===== config.mk =====
export PLATFORM = sky130hd
export DESIGN_NAME = clockworks_flat
export DESIGN_NICKNAME = d
export VERILOG_FILES = /design/src/rtl/clockworks_if.sv /design/src/rtl/clockworks.sv /design/src/flat_wrapper.sv
export SDC_FILE = /design/constraint.sdc
export NUM_CORES = 1
export LEC_CHECK = 0
export ABC_AREA = 1
export BUFFER_PORTS_ARGS = -buffer_cell sky130_fd_sc_hd__clkbuf_2
export CORE_AREA = 3 3 40 42
export CTS_CLUSTER_DIAMETER = 60
export DETAILED_ROUTE_END_ITERATION = 12
export DIE_AREA = 0 0 43 45
export PLACE_DENSITY = 0.32
export SETUP_SLACK_MARGIN = 0.2
export SLEW_MARGIN = 15
export SYNTH_ARGS = -nofsm -noshare
export SYNTH_HDL_FRONTEND = slang
export SYNTH_SLANG_ARGS = --single-unit

===== constraint.sdc =====
create_clock -name CLK -period 2.6 [get_ports CLK]
set_input_delay 0.26 -clock CLK [delete_from_list [all_inputs] [get_ports CLK]]
set_output_delay 0.26 -clock CLK [all_outputs]
set_load 0.03 [all_outputs]

===== src/rtl/clockworks_if.sv =====
// clockworks_if: the slow-domain clock and reset that the clock gearbox hands to the SoC.
//
// Signals:
//   clk     divided system clock (or the board clock when there is no division)
//   resetn  active-low system reset, stretched and aligned to the slow clock
//
// Modports:
//   master  the clock/reset generator that drives both signals
//   slave   a consumer in the slow domain
interface clockworks_if;
    logic clk;
    logic resetn;

    modport master (output clk, output resetn);
    modport slave  (input clk, input resetn);
endinterface


===== src/rtl/clockworks.sv =====
// clockworks: clock gearbox and reset generator between the board clock/button and the SoC.
//
// The board clock CLK is divided by 2^(SLOW+1) to give a slow system clock. With SLOW=0,
// CLK is passed straight through. The active-low system reset is held low for HOLD slow
// periods after RESET is released and only changes on a slow-clock falling edge, so the
// slow domain sees HOLD clean rising edges under reset with half a period of setup margin.
//
// Parameters:
//   SLOW  division exponent (0 = passthrough)
//   HOLD  slow periods resetn stays low after RESET is released (>= 1)
//
// Ports:
//   CLK    board clock; every register here runs on its rising edge
//   RESET  active-high reset, sampled synchronously on CLK
//   sys    master side of clockworks_if carrying clk and resetn
module clockworks #(
    parameter int unsigned SLOW = 0,
    parameter int unsigned HOLD = 4
) (
    input  logic          CLK,
    input  logic          RESET,
    clockworks_if.master  sys
);

    localparam int unsigned HoldW = (HOLD < 1) ? 1 : $clog2(HOLD + 1);
    localparam logic [HoldW-1:0] HoldVal  = HoldW'(HOLD);
    localparam logic [HoldW-1:0] HoldLast = HoldW'(HOLD - 1);

    // One CLK cycle per slow period: the one producing the clk falling edge.
    logic tick;

    generate
        if (SLOW > 0) begin : g_div
            // Power-up value matches the post-RESET state.
            logic [SLOW:0] div = '0;

            always_ff @(posedge CLK) begin
                if (RESET) begin
                    div <= '0;
                end else begin
                    div <= div + (SLOW + 1)'(1);
                end
            end

            assign tick    = &div;
            assign sys.clk = div[SLOW];
        end else begin : g_pass
            assign tick    = 1'b1;
            assign sys.clk = CLK;
        end
    endgenerate

    logic [HoldW-1:0] hold_cnt = '0;
    logic             resetn_r = 1'b0;

    always_ff @(posedge CLK) begin
        if (RESET) begin
            hold_cnt <= '0;
            resetn_r <= 1'b0;
        end else if (tick && (hold_cnt < HoldVal)) begin
            hold_cnt <= hold_cnt + HoldW'(1);
            // Release on the same edge the count reaches HOLD; saturate afterwards.
            if (hold_cnt == HoldLast) begin
                resetn_r <= 1'b1;
            end
        end
    end

    assign sys.resetn = resetn_r;

endmodule


===== src/flat_wrapper.sv =====
// flat-port wrapper written by rule: the top's interface ports become plain ports
module clockworks_flat 
#(
    parameter int unsigned SLOW = 0,
    parameter int unsigned HOLD = 4
)
  (CLK, RESET, sys_clk, sys_resetn);
  clockworks_if sys_i ();
  input  logic CLK;
  input  logic RESET;
  output wire logic [$bits(sys_i.clk)-1:0] sys_clk;
  output wire logic [$bits(sys_i.resetn)-1:0] sys_resetn;
  assign sys_clk = sys_i.clk;
  assign sys_resetn = sys_i.resetn;
  clockworks #(.SLOW(SLOW), .HOLD(HOLD)) u_core (.CLK(CLK), .RESET(RESET), .sys(sys_i));
endmodule

==> flow_metrics.py <==
metrics = {
    "logic_synthesis": {
        "synth_edf_count": 0,
        "ys_top_cells_by_count": "nor2_1 (6), dfxtp_1 (4), nand2_1 (3), ha_1 (2), inv_1 (2)",
        "synthTopCellsByArea": "dfxtp_1 (47%), ha_1 (15%), nor2_1 (13%)",
        "synth.yosys.seq_area_share": 0.4741,
        "ys.flop_type": "dfxtp_1",
        "ys_seq_elements": 4,
        "yosysTopAreaCellShare": 0.4741,
        "async_flop_share": 0,
        "synthDistinctLibCells": 9,
        "syn_area_um2": 168.9,
        "postSynthAreaPerCell_um2": 8.043,
        "syn_nets": 25,
        "yosysMostFrequentCell": "nor2_1",
        "yosysTopAreaCell": "dfxtp_1",
        "synthCells": 21,
        "yosys_warnings": 0,
    },
    "worst_setup_path": {
        "cp-end-kind": "output port",
        "required_ns": 2.34,
        "critPathArrivalTime_ns": 1.73,
        "regToRegSetupSlack_ns": 1.61,
        "critical_path_class": "clk2out",
        "cp-start-kind": "clock port",
        "cp_max_fo": 3,
        "reg2reg_depth": 3,
    },
    "drt": {
        "route.detailed.drc": 0,
        "drtIter0Drc": 2,
        "dr.pass1.iters": 2,
        "vias": 143,
        "routed_wirelength_um": 256,
        "wl_per_cell_um": 6.095,
        "viasPerCell": 3.405,
        "postRouteAntennaNets": 0,
    },
    "sta": {
        "fin_skew_ns": 0.0001918,
        "worst_slew_margin_rel": 0.8858,
        "tightest_slew_ns": 0.1721,
        "setup_violations": 0,
        "slew_viol_final": 0,
        "hold_ws_ns": 0.2059,
        "tns_ns": 0,
        "rsz0062_at_grt": "false",
        "finalHoldViolCount": 0,
    },
    "global_routing": {
        "grt_pass1_vias": 142,
        "grt_overflow_total": 0,
        "track_usage": 0.03824,
        "antenna_found_initial": 0,
        "grt_max_degree": 5,
        "grt_pass1_wl_um": 441,
    },
    "cells_and_area": {
        "finalNetCount": 32,
        "layout-drive-gt1-share": 0.3333,
        "antenna_cells": 0,
        "post-route-util": 0.1733,
        "fillers": 144,
        "area_growth_pct": 31.85,
    },
    "clocking": {
        "cts_setup_buffers": 0,
        "cts_resized": 0,
        "cts_max_level": 1,
        "cts_made_buffers": 3,
        "cts_root_buf": "clkbuf_4",
        "cts.clk_slew.worst_paths_ns": 0.04,
        "clock_latency_ns": 0.24,
        "cts_tree": "yes",
        "postCtsHoldBufs": 0,
        "cts.path.max_buffers": 2,
    },
    "pwr": {
        "ir_worst_vdd_v": 0.0003681,
        "p_leak_nw": 0.1143,
        "powerDensity_mw_per_mm2": 1407,
    },
    "place": {
        "gp_routability_congestion": 0.6423,
        "port_buffers": 3,
        "hpwl_um": 205,
    },
    "hold_path": {
        "min_path_cells": 2,
        "holdCritPathClass": "in2reg",
    },
    "floorplan": {
        "io_pins": 4,
        "coreArea_mm2": 0.001285,
        "num_rows": 13,
        "start_util": 0.1315,
        "die_width_um": 43,
        "die_y_um": 45,
        "dieArea_mm2": 0.001935,
    },
    "job": {
        "drv_cap": 0,
    },
    "run_status": {
        "outcome": "finished clean",
    },
}
==> placed cells by master (no fill, tap or decap), drive strengths merged <==
master | synthesis | final
clkbuf | 0 | 7
nor2 | 6 | 6
dfxtp | 4 | 4
nand2 | 4 | 4
inv | 3 | 3
ha | 2 | 2
a21oi | 1 | 1
==> layout make-up <==
type	count	area [um^2]	area share
tap	15	18.77	0.08427
sequential	4	80.08	0.3595
inverter	3	11.26	0.05056
multi-input combinational	13	70.07	0.3146
clock buffer	5	32.53	0.1461
timing repair buffer	2	10.01	0.04494
==> sequential cells by signal (all words and copies together), names as in the netlist <==
signal             flops
u_core.sys.resetn      1
u_core.hold_cnt        3
==> power by group <==
part           total, mW  leakage, nW  internal (mW)  switching [mW]
Sequential         0.102       0.0331         0.0851          0.0166
Clock              0.143       0.0221         0.0721          0.0705
Combinational     0.0691       0.0591         0.0294          0.0397
==> worst paths after layout <==
check / end / startpoint
setup reg to reg: u_core.hold_cnt[2] / u_core.hold_cnt[0]
hold / removal: u_core.hold_cnt[2] / RESET
hold reg to reg: u_core.sys.resetn / u_core.sys.resetn
setup / recovery: sys_clk / CLK
==> cell families (layout without fill, tap and decap cells) <==
kind of cell | after synthesis | count (layout) | share of synthesized area
simple gates | 10 | 10 | 0.2370
flops | 4 | 4 | 0.4741
buf+inv | 4 | 10 | 0.1111
fa+ha+maj | 2 | 2 | 0.1481
compound gates | 1 | 1 | 0.02960
==> metrics by stage <==
step / std cells / cell area [um^2] / setup WS [ns] / total power, mW
finish: 42 / 222.7 / 0.6130 / 0.3134
global route: 42 / 222.7 / 0.5989 / 0.3397
CTS: 42 / 222.7 / 0.6022 / 0.3218
detailed placement: 38 / 195.2 / 0.8821 / 0.2230
global placement: 38 / 195.2 / 0.8821 / 0.2224
floorplan: 21 / 168.9 / 0.8950 / 0.2164
==> layer usage <==
layer  track usage  vias to the layer above  part of all wire
met3       0.01195                        2             0.066
met4       0.09036                        0             0.074
met1       0.01918                       63              0.33
met5             0                        -                 0
li1              -                       73                 -
met2       0.05988                        5              0.52
==> critical path, stage by stage <==
cell and delay [ns]:
clkbuf_4 0.12, clkbuf_4 0.13, clkbuf_2 0.17
Power figures use the tool's default switching activity.
